$ cat src/rtl/mul_div_unit_if.sv
`default_nettype none
// ============================================================================
// Module      : mul_div_unit_if
// Description : Request/response bundle between the pipeline and mul_div_unit.
// Revision    : 1.0 - initial release
// ============================================================================
interface mul_div_unit_if #(
    parameter int WIDTH = 32
);
    logic             md_start;
    logic [2:0]       md_op;
    logic [WIDTH-1:0] md_op_x;
    logic [WIDTH-1:0] md_op_y;
    logic             md_abort;
    logic             md_busy;
    logic             md_done;
    logic             md_div_zero;
    logic [WIDTH-1:0] md_hi;
    logic [WIDTH-1:0] md_lo;

    modport master (
        output md_start,
        output md_op,
        output md_op_x,
        output md_op_y,
        output md_abort,
        input  md_busy,
        input  md_done,
        input  md_div_zero,
        input  md_hi,
        input  md_lo
    );

    modport slave (
        input  md_start,
        input  md_op,
        input  md_op_x,
        input  md_op_y,
        input  md_abort,
        output md_busy,
        output md_done,
        output md_div_zero,
        output md_hi,
        output md_lo
    );
endinterface
`default_nettype wire

$ cat src/rtl/mul_div_unit.sv
`default_nettype none
// ============================================================================
// Module      : mul_div_unit
// Description : Iterative 1-bit/cycle multiply/divide unit with HI/LO registers.
// Revision    : 1.0 - initial release
// ============================================================================
module mul_div_unit #(
    parameter int WIDTH = 32
) (
    input  wire logic     clk,
    input  wire logic     rst,
    mul_div_unit_if.slave md
);

    localparam int CW = $clog2(WIDTH) + 1;

    localparam logic [1:0] c_IDLE = 2'd0;
    localparam logic [1:0] c_RUN  = 2'd1;
    localparam logic [1:0] c_DONE = 2'd2;

    localparam logic [2:0] c_OP_MULT  = 3'b000;
    localparam logic [2:0] c_OP_MULTU = 3'b001;
    localparam logic [2:0] c_OP_DIV   = 3'b010;
    localparam logic [2:0] c_OP_DIVU  = 3'b011;
    localparam logic [2:0] c_OP_MTHI  = 3'b100;
    localparam logic [2:0] c_OP_MTLO  = 3'b101;

    localparam logic [CW-1:0] c_CNT_LAST = CW'(WIDTH - 1);
    localparam logic [CW-1:0] c_CNT_ONE  = CW'(1);

    logic [1:0]       r_state;
    logic [CW-1:0]    r_cnt;
    logic             r_is_div;
    logic             r_neg_q;
    logic             r_neg_r;
    logic [WIDTH-1:0] r_b;
    logic [WIDTH-1:0] r_acc;
    logic [WIDTH-1:0] r_q;
    logic [WIDTH-1:0] r_hi;
    logic [WIDTH-1:0] r_lo;
    logic             r_done;
    logic             r_div_zero;

    logic             w_accept;
    logic             w_signed;
    logic             w_x_neg;
    logic             w_y_neg;
    logic [WIDTH-1:0] w_x_mag;
    logic [WIDTH-1:0] w_y_mag;
    logic             w_y_zero;

    logic [WIDTH:0]     w_mul_sum;
    logic [WIDTH:0]     w_div_shift;
    logic               w_div_ok;
    logic [WIDTH-1:0]   w_div_diff;
    logic [WIDTH-1:0]   w_next_acc;
    logic [WIDTH-1:0]   w_next_q;
    logic [2*WIDTH-1:0] w_prod;
    logic [2*WIDTH-1:0] w_prod_fix;
    logic [WIDTH-1:0]   w_quo_fix;
    logic [WIDTH-1:0]   w_rem_fix;

    // Abort always wins over a same-cycle start; RUN ignores starts entirely.
    assign w_accept = md.md_start && !md.md_abort && (r_state != c_RUN);

    // Even opcodes (MULT, DIV) are the signed variants.
    assign w_signed = ~md.md_op[0];
    assign w_x_neg  = w_signed & md.md_op_x[WIDTH-1];
    assign w_y_neg  = w_signed & md.md_op_y[WIDTH-1];
    assign w_x_mag  = w_x_neg ? -md.md_op_x : md.md_op_x;
    assign w_y_mag  = w_y_neg ? -md.md_op_y : md.md_op_y;
    assign w_y_zero = (md.md_op_y == '0);

    assign w_mul_sum   = {1'b0, r_acc} + (r_q[0] ? {1'b0, r_b} : '0);
    assign w_div_shift = {r_acc, r_q[WIDTH-1]};
    assign w_div_ok    = (w_div_shift >= {1'b0, r_b});
    // Only used when w_div_ok, where the true difference always fits WIDTH bits.
    assign w_div_diff  = w_div_shift[WIDTH-1:0] - r_b;

    always_comb begin
        w_next_acc = r_acc;
        w_next_q   = r_q;
        if (r_is_div) begin
            w_next_acc = w_div_ok ? w_div_diff : w_div_shift[WIDTH-1:0];
            w_next_q   = {r_q[WIDTH-2:0], w_div_ok};
        end else begin
            w_next_acc = w_mul_sum[WIDTH:1];
            w_next_q   = {w_mul_sum[0], r_q[WIDTH-1:1]};
        end
    end

    assign w_prod     = {w_next_acc, w_next_q};
    assign w_prod_fix = r_neg_q ? -w_prod : w_prod;
    assign w_quo_fix  = r_neg_q ? -w_next_q : w_next_q;
    assign w_rem_fix  = r_neg_r ? -w_next_acc : w_next_acc;

    always_ff @(posedge clk) begin
        if (rst) begin
            r_state    <= c_IDLE;
            r_cnt      <= '0;
            r_is_div   <= 1'b0;
            r_neg_q    <= 1'b0;
            r_neg_r    <= 1'b0;
            r_b        <= '0;
            r_acc      <= '0;
            r_q        <= '0;
            r_hi       <= '0;
            r_lo       <= '0;
            r_done     <= 1'b0;
            r_div_zero <= 1'b0;
        end else begin
            r_done     <= 1'b0;
            r_div_zero <= 1'b0;
            case (r_state)
                c_RUN: begin
                    if (md.md_abort) begin
                        r_state <= c_IDLE;
                    end else begin
                        r_acc <= w_next_acc;
                        r_q   <= w_next_q;
                        r_cnt <= r_cnt + c_CNT_ONE;
                        if (r_cnt == c_CNT_LAST) begin
                            r_state <= c_DONE;
                            r_done  <= 1'b1;
                            if (r_is_div) begin
                                r_hi <= w_rem_fix;
                                r_lo <= w_quo_fix;
                            end else begin
                                r_hi <= w_prod_fix[2*WIDTH-1:WIDTH];
                                r_lo <= w_prod_fix[WIDTH-1:0];
                            end
                        end
                    end
                end
                default: begin
                    if (w_accept) begin
                        r_cnt <= '0;
                        case (md.md_op)
                            c_OP_MULT, c_OP_MULTU: begin
                                r_state  <= c_RUN;
                                r_is_div <= 1'b0;
                                r_neg_q  <= w_x_neg ^ w_y_neg;
                                r_neg_r  <= 1'b0;
                                r_b      <= w_y_mag;
                                r_acc    <= '0;
                                r_q      <= w_x_mag;
                            end
                            c_OP_DIV, c_OP_DIVU: begin
                                if (w_y_zero) begin
                                    r_state    <= c_DONE;
                                    r_done     <= 1'b1;
                                    r_div_zero <= 1'b1;
                                end else begin
                                    r_state  <= c_RUN;
                                    r_is_div <= 1'b1;
                                    r_neg_q  <= w_x_neg ^ w_y_neg;
                                    r_neg_r  <= w_x_neg;
                                    r_b      <= w_y_mag;
                                    r_acc    <= '0;
                                    r_q      <= w_x_mag;
                                end
                            end
                            c_OP_MTHI: begin
                                r_state <= c_DONE;
                                r_done  <= 1'b1;
                                r_hi    <= md.md_op_x;
                            end
                            c_OP_MTLO: begin
                                r_state <= c_DONE;
                                r_done  <= 1'b1;
                                r_lo    <= md.md_op_x;
                            end
                            default: begin
                                r_state <= r_state;
                            end
                        endcase
                    end else begin
                        r_state <= c_IDLE;
                    end
                end
            endcase
        end
    end

    assign md.md_busy     = (r_state == c_RUN);
    assign md.md_done     = r_done;
    assign md.md_div_zero = r_div_zero;
    assign md.md_hi       = r_hi;
    assign md.md_lo       = r_lo;

endmodule
`default_nettype wire

$ cat src/flat_wrapper.sv
// flat-port wrapper written by rule: the top's interface ports become plain ports
module mul_div_unit_flat 
#(
    parameter int WIDTH = 32
)
  (clk, rst, md_md_start, md_md_op, md_md_op_x, md_md_op_y, md_md_abort, md_md_busy, md_md_done, md_md_div_zero, md_md_hi, md_md_lo);
  mul_div_unit_if #(.WIDTH(WIDTH)) md_i ();
  input  wire logic clk;
  input  wire logic rst;
  input wire logic [$bits(md_i.md_start)-1:0] md_md_start;
  input wire logic [$bits(md_i.md_op)-1:0] md_md_op;
  input wire logic [$bits(md_i.md_op_x)-1:0] md_md_op_x;
  input wire logic [$bits(md_i.md_op_y)-1:0] md_md_op_y;
  input wire logic [$bits(md_i.md_abort)-1:0] md_md_abort;
  output wire logic [$bits(md_i.md_busy)-1:0] md_md_busy;
  output wire logic [$bits(md_i.md_done)-1:0] md_md_done;
  output wire logic [$bits(md_i.md_div_zero)-1:0] md_md_div_zero;
  output wire logic [$bits(md_i.md_hi)-1:0] md_md_hi;
  output wire logic [$bits(md_i.md_lo)-1:0] md_md_lo;
  assign md_i.md_start = md_md_start;
  assign md_i.md_op = md_md_op;
  assign md_i.md_op_x = md_md_op_x;
  assign md_i.md_op_y = md_md_op_y;
  assign md_i.md_abort = md_md_abort;
  assign md_md_busy = md_i.md_busy;
  assign md_md_done = md_i.md_done;
  assign md_md_div_zero = md_i.md_div_zero;
  assign md_md_hi = md_i.md_hi;
  assign md_md_lo = md_i.md_lo;
  mul_div_unit #(.WIDTH(WIDTH)) u_core (.clk(clk), .rst(rst), .md(md_i));
endmodule
$ cat config.mk
export PLATFORM = sky130hd
export DESIGN_NAME = mul_div_unit_flat
export DESIGN_NICKNAME = d
export VERILOG_FILES = /design/src/rtl/mul_div_unit_if.sv /design/src/rtl/mul_div_unit.sv /design/src/flat_wrapper.sv
export SDC_FILE = /design/constraint.sdc
export NUM_CORES = 1
export LEC_CHECK = 0
export ABC_AREA = 1
export CAP_MARGIN = 0
export CORE_AREA = 2 2 253 155
export CTS_CLUSTER_SIZE = 24
export DETAILED_ROUTE_END_ITERATION = 7
export DIE_AREA = 0 0 255 157
export PLACE_DENSITY = 0.65
export SLEW_MARGIN = 20
export SYNTH_ARGS = -nofsm -noshare
export SYNTH_HDL_FRONTEND = slang
export SYNTH_SLANG_ARGS = --single-unit
$ cat constraint.sdc
create_clock -name clk -period 8.3 [get_ports clk]
set_clock_uncertainty 0.05 [all_clocks]
set_input_delay 1.66 -clock clk [delete_from_list [all_inputs] [get_ports clk]]
set_output_delay 1.66 -clock clk [all_outputs]
set_load 0.01 [all_outputs]
# Yosys cells after proc, flatten, opt, wreduce, memory -nomap -nowiden
# Cells that the tools add are included.
word_totals:
  reg_bits: 173
  inputBits: 71
  out_inout_bits: 67
classes:
  add_sub_neg: 8
  n_lt_le_gt_ge: 1
  n_eq_ne: 14
  n_mux: 54
  bitwise_logic: 7
  reduce_logical: 20
ops:
  columns: ["op", "count"]
  rows:
  - ["32-bit two-way mux", 29]
  - ["32-bit case mux with 2 select lines", 3]
  - ["32-bit negator", 4]
  - ["64-bit two-way mux", 1]
  - ["64-bit negator", 1]
  - ["32-bit by 33-bit adder with 33-bit output", 1]
  - ["33-bit by 32-bit greater-or-equal comparator with 1-bit output", 1]
  - ["32-bit logical NOT", 1]
  - ["32-bit subtractor", 1]
  - ["6-bit two-way mux", 3]
  - ["4-bit AND reduction", 4]
  - ["2-bit two-way mux", 5]
  - ["1-bit two-way mux", 8]
  - ["1-bit case mux with 2 select lines", 4]
  - ["2-bit nonzero test", 4]
  - ["6-bit by 1-bit adder with 6-bit output (second input constant)", 1]
  - ["3-bit by 2-bit == test with 1-bit output (second input constant)", 2]
  - ["3-bit == test (second input constant)", 2]
  - ["6-bit by 5-bit == test with 1-bit output (second input constant)", 1]
  - ["2-bit case mux with 3 select lines", 1]
  - ["2-bit OR reduction", 3]
  - ["5-bit != test (second input constant)", 1]
  - ["2-bit by 1-bit != test with 1-bit output (second input constant)", 2]
  - ["2-bit != test (second input constant)", 2]
  - ["other kinds (13)", 19]

# Logic depth before layout (Yosys ltp)
logic_depth:
  word_depth: 9
  ltp_mapped: 34
  mapped_depth_nobuf: 32

# Worst setup path before layout
# Ideal clock, no wire load.
synth_timing:
  path_kind: "input -> register"
  from: "in md_md_op_x[1]"
  to: "reg u_core.r_q[26]"
  setup_ns: 0.128
  arrival_time_ns: 3.750
  required_ns: 8.122
  setup_slack_ns: 4.372
  stages: 15
  cell_sequence: "inv_1 -> ha_1 -> inv_1 -> nor3_1 -> inv_1 -> nor3_1 -> nand3_1 -> nor3_1 -> nand2_1 -> inv_1 -> nand2_1 -> o21ai_0 -> o21ai_0 -> a221oi_1 -> a21oi_1"
synth_between:
  elab_chain_cells: 6
synth_rtl:
  columns: ["element", "line_no", "source"]
  rows:
  - ["start: declaration", "flat_wrapper.sv:12", "input wire logic [$bits(md_i.md_op_x)-1:0] md_md_op_x;"]
  - ["32-bit negator *", "mul_div_unit.sv:70", "assign w_x_mag = w_x_neg ? -md.md_op_x : md.md_op_x;"]
  - ["32-bit two-way mux *", "mul_div_unit.sv:70", null]
  - ["32-bit two-way mux", "mul_div_unit.sv:149", "if (w_y_zero) begin"]
  - ["32-bit case mux with 2 select lines *", "mul_div_unit.sv:138", "case (md.md_op)"]
  - ["32-bit two-way mux *", "mul_div_unit.sv:136", "if (w_accept) begin"]
  - ["32-bit two-way mux *", "mul_div_unit.sv:114", "case (r_state)"]
  - ["end signal: assignment", "mul_div_unit.sv:120", "r_q <= w_next_q;"]
  - ["end signal: assignment", "mul_div_unit.sv:146", "r_q <= w_x_mag;"]
  - ["end signal: assignment", "mul_div_unit.sv:160", "r_q <= w_x_mag;"]
  - ["end: declaration", "mul_div_unit.sv:38", "logic [WIDTH-1:0] r_q;"]
# Mark *: on every way between the ends. The rest lies on a longest branch, timed or not. The select of a mux whose other input is x is not followed.
# A chain may end at the register's enable or synchronous reset.

# Final worst setup path
layout_timing:
  from: "reg u_core.r_b[8]"
  to: "reg u_core.r_hi[4], in the netlist u_core.md.md_hi[4]"
layout_between:
  elab_chain_cells: 9
  elab_cells_between_ends: 12
  classes_between: "add/sub: 2; order compare: 1; mux: 9"
layout_rtl:
  columns: ["element", "line_no", "source"]
  rows:
  - ["start: declaration", "mul_div_unit.sv:36", "logic [WIDTH-1:0] r_b;"]
  - ["start signal: assignment", "mul_div_unit.sv:144", "r_b <= w_y_mag;"]
  - ["start signal: assignment", "mul_div_unit.sv:158", "r_b <= w_y_mag;"]
  - ["33-bit by 32-bit greater-or-equal comparator with 1-bit output *", "mul_div_unit.sv:76", "assign w_div_ok = (w_div_shift >= {1'b0, r_b});"]
  - ["32-bit two-way mux", "mul_div_unit.sv:84", "w_next_acc = w_div_ok ? w_div_diff : w_div_shift[WIDTH-1:0];"]
  - ["32-bit two-way mux", "mul_div_unit.sv:83", "if (r_is_div) begin"]
  - ["64-bit negator / 32-bit negator (equally long branches)", "mul_div_unit.sv:93, mul_div_unit.sv:95", null]
  - ["64-bit two-way mux / 32-bit two-way mux (equally long branches)", "mul_div_unit.sv:93, mul_div_unit.sv:95", null]
  - ["32-bit two-way mux *", "mul_div_unit.sv:125", "if (r_is_div) begin"]
  - ["32-bit two-way mux *", "mul_div_unit.sv:122", "if (r_cnt == c_CNT_LAST) begin"]
  - ["32-bit two-way mux *", "mul_div_unit.sv:116", "if (md.md_abort) begin"]
  - ["32-bit two-way mux *", "mul_div_unit.sv:114", null]
  - ["end signal: assignment", "mul_div_unit.sv:126", "r_hi <= w_rem_fix;"]
  - ["end signal: assignment", "mul_div_unit.sv:129", "r_hi <= w_prod_fix[2*WIDTH-1:WIDTH];"]
  - ["end signal: assignment", "mul_div_unit.sv:166", "r_hi <= md.md_op_x;"]
  - ["end: declaration", "mul_div_unit.sv:39", "logic [WIDTH-1:0] r_hi;"]
# Marks and branches as above.

==> results.sh <==
export IMPL_outcome="completed"
export IMPL_cts_tree="built"
export IMPL_grt_overflow=0
export IMPL_drv_slew=0
export IMPL_cts_buffers=17
export IMPL_peakVddDrop_v=0.000159
export IMPL_detail_route_first_pass_iterations=6
export IMPL_post_dp_hpwl_microns=59000
export IMPL_ioPinCount=138
export IMPL_routedWlPerCell_microns=20.7
export IMPL_ant_nets=0
export IMPL_ys_flop_type="dfxtp_1"
export IMPL_leakage_uw=0.00907
export IMPL_wl_microns=74100
export IMPL_cpPeakStageDelay_ps=400
export IMPL_crit_fanout=31
export IMPL_tightest_slew_ps=951
export IMPL_cts_hold_buf=0
export IMPL_cts_resized=0
export IMPL_num_vias=20600
export IMPL_critPathSlowestCell="dfxtp_1"
export IMPL_die_area_sq_mm=0.0400
export IMPL_path_buf_inv=3
export IMPL_via_per_inst=5.74
export IMPL_crit_required_ps=8560
export IMPL_final_cells=3588
export IMPL_slew_headroom_pct=35.9
export IMPL_synth_seq_cells=173
export IMPL_syn_area_sq_mm=0.0172
export IMPL_min_period_over_period_pct=67.5
export IMPL_synthCells=3005
export IMPL_n_antenna_cell=0
export IMPL_cp_top_family="simple AND/OR/NAND/NOR gates"
export IMPL_powerDensity_mw_per_mm2=133
export IMPL_hold_violations=0
export IMPL_critPathLaunchType="flop"
export IMPL_max_cap_violations=0
export IMPL_pre_cts_slack_ps=2370
export IMPL_areaGrowthSynthToFinish_pct=12.8
export IMPL_gp_congestion=1.06
export IMPL_fin_crit_ps=5600
export IMPL_cts_htree_levels=4
export IMPL_synth_edff_count=0
export IMPL_syn_avg_cell_area_sq_um=5.73
export IMPL_clock_path_buffers=2
export IMPL_syn_num_nets=3147
export IMPL_worst_skew_pair_late_latency_ps=460
export IMPL_path_clk_slew_ps=90
export IMPL_placed_cells=3556
export IMPL_finalSetupViolCount=0
export IMPL_clkSinkCount=173
export IMPL_critPathMostFrequentCell="nand2_1"
export IMPL_rrSetupSlack_ps=2700
export IMPL_drive_gt1_share_pct=6.60
export IMPL_die_y_microns=157
export IMPL_initial_utilization_pct=45.9
export IMPL_finalSetupTns_ps=0
export IMPL_hold_path_class="flop to flop"
export IMPL_postCtsSetupBuffers=0
export IMPL_final_nets=3204
export IMPL_antenna_found_initial=0
export IMPL_yosysUniqueCellTypes=59
export IMPL_clock_fmax_ghz=0.179
export IMPL_cp_arrival_ps=5870
export IMPL_first_global_vias=18100
export IMPL_ys_async_sr_fraction_pct=0
export IMPL_grt_pass1_wl_microns=110000
export IMPL_grt_max_degree=80
export IMPL_crit_type="flop to flop"
export IMPL_chipWidth_microns=255
export IMPL_setup_slack_ps=2700
export IMPL_cts_root_buf="clkbuf_16"
export IMPL_placeableCoreArea_sq_mm=0.0375
export IMPL_endpoint_kind="flop"
export IMPL_grt_usage_pct=36.8
export IMPL_yosysSeqAreaShare_pct=20.1
export IMPL_yosysWarningCount=0
export IMPL_drt_iter0_drc=2783
export IMPL_drc=0
export IMPL_row_count=55
export IMPL_rsz0062_at_grt="no"
export IMPL_numPortBuffers=137
## synthesized netlist by cell type (4+ instances only)
library cell	number	area share (%)
a221oi_1	4	0.20
a31oi_1	16	0.58
nor3_2	9	0.52
inv_2	17	0.37
buf_2	22	0.64
dfxtp_1	173	20
a211oi_1	8	0.35
o221ai_1	4	0.20
nor3_1	38	1.1
a21oi_2	12	0.61
nand3_1	209	6.1
nor4_1	8	0.29
nand4_1	42	1.5
xor2_1	39	2.0
a21o_1	6	0.26
xnor2_1	22	1.1
a21oi_1	214	6.2
o31ai_1	5	0.22
clkbuf_1	75	1.6
o21bai_1	7	0.31
nand3_2	18	1.0
nor2_1	327	7.1
or2_2	12	0.44
nor3b_1	4	0.17
a41oi_1	12	0.61
nor2_2	26	0.94
buf_1	7	0.15
o21a_1	5	0.22
nand2_1	879	19
o21ai_1	23	0.67
inv_1	388	8.5
buf_6	9	0.59
o21ai_0	177	5.1
buf_4	4	0.17
ha_1	69	5.0
o211ai_1	17	0.74
nand2_2	19	0.69
nor2_4	13	0.85
nand3b_1	27	1.2
## registers in the layout, indices dropped and copies added (netlist names)
register and count:
u_core.md.md_lo 32, u_core.r_state 2, u_core.md.md_hi 32, u_core.r_q 32, u_core.r_neg_q 1, u_core.r_is_div 1
u_core.r_acc 32, u_core.r_neg_r 1, u_core.r_b 32, u_core.r_cnt 6, u_core.md.md_done 1, u_core.md.md_div_zero 1
## final timing paths
path,depth (start not counted),to,start
max,30,u_core.md.md_hi[4],u_core.r_b[8]
min,2,u_core.md.md_lo[16],u_core.md.md_lo[16]
max reg2reg,30,u_core.md.md_hi[4],u_core.r_b[8]
min reg2reg,2,u_core.md.md_lo[16],u_core.md.md_lo[16]
## worst register-to-register path: cells and delay by family (launching register included)
kind,cells,cell delay (ps)
buffers and inverters,3,160
AOI/OAI and AO/OA,3,610
and+or+nand+nor,21,3410
adders and majority gates,2,610
xor gates and xnor gates,1,200
DFF,1,400
## logic make-up (layout without fill, tap and decap cells)
logic type | Yosys count | in the layout | synth area share, %
XOR/XNOR | 61 | 61 | 3.10
buffers and inverters | 523 | 593 | 12.1
AO/OA/AOI/OAI | 529 | 529 | 17.3
AND/OR/NAND/NOR | 1648 | 1648 | 42.2
flip-flops | 173 | 173 | 20.1
adder cells (fa/ha/maj) | 71 | 71 | 5.25
## layout by cell type, fill, tap and decap left out, types with 5 or more instances in the layout
cell and n:
a211oi_1 8, a21o_1 6, a21oi_1 214, a21oi_2 12, a31oi_1 16, a41oi_1 12
buf_4 19, clkbuf_16 17, clkdlybuf4s50_1 136, dfxtp_1 170, ha_1 69, inv_1 385
inv_2 19, inv_8 6, nand2_1 878, nand2_2 20, nand3_1 208, nand3_2 19
nand3b_1 27, nand4_1 42, nor2_1 324, nor2_2 29, nor2_4 13, nor3_1 38
nor3_2 8, nor4_1 8, o211ai_1 17, o21a_1 5, o21ai_0 177, o21ai_1 23
o21bai_1 7, o31ai_1 5, or2_2 12, xnor2_1 22, xor2_1 39
## power by group
part | switching [uW] | total (uW) | internal (uW) | leakage [uW]
Clock | 417 | 827 | 410 | 0.000286
Combinational | 593 | 847 | 254 | 0.00738
Sequential | 45.5 | 909 | 864 | 0.00141
Total | 1060 | 2580 | 1530 | 0.00907
## metal layers
layer  up-vias  GRT usage, %  share of wire [%]
met5         -             0                  0
met4         0          4.73               0.88
met3        57          14.4                 16
met2      1251          45.6                 35
met1      9440          58.2                 48
li1       9851             -                  -
## per-stage QoR
step | power [uW] | instance area [sq um] | hold WS (ps) | util, %
floorplan | 1440 | 17200 | 389 | -
global placement | 1720 | 18800 | 402 | 50.2
detailed placement | 1730 | 18800 | 405 | 50.2
CTS | 2550 | 19400 | 416 | 51.8
global route | 2700 | 19400 | 430 | 51.8
finish | 2580 | 19400 | 414 | 51.8
## cell type report
class	count	area, sq um
clock buffer	18	439
timing repair buffer	155	1500
inverter	406	1530
tap	513	642
clock inverter	14	144
fill	3971	18100
multi-input combinational	2309	11700
sequential	173	3470
Note: power is estimated with default switching activity, not from simulation.
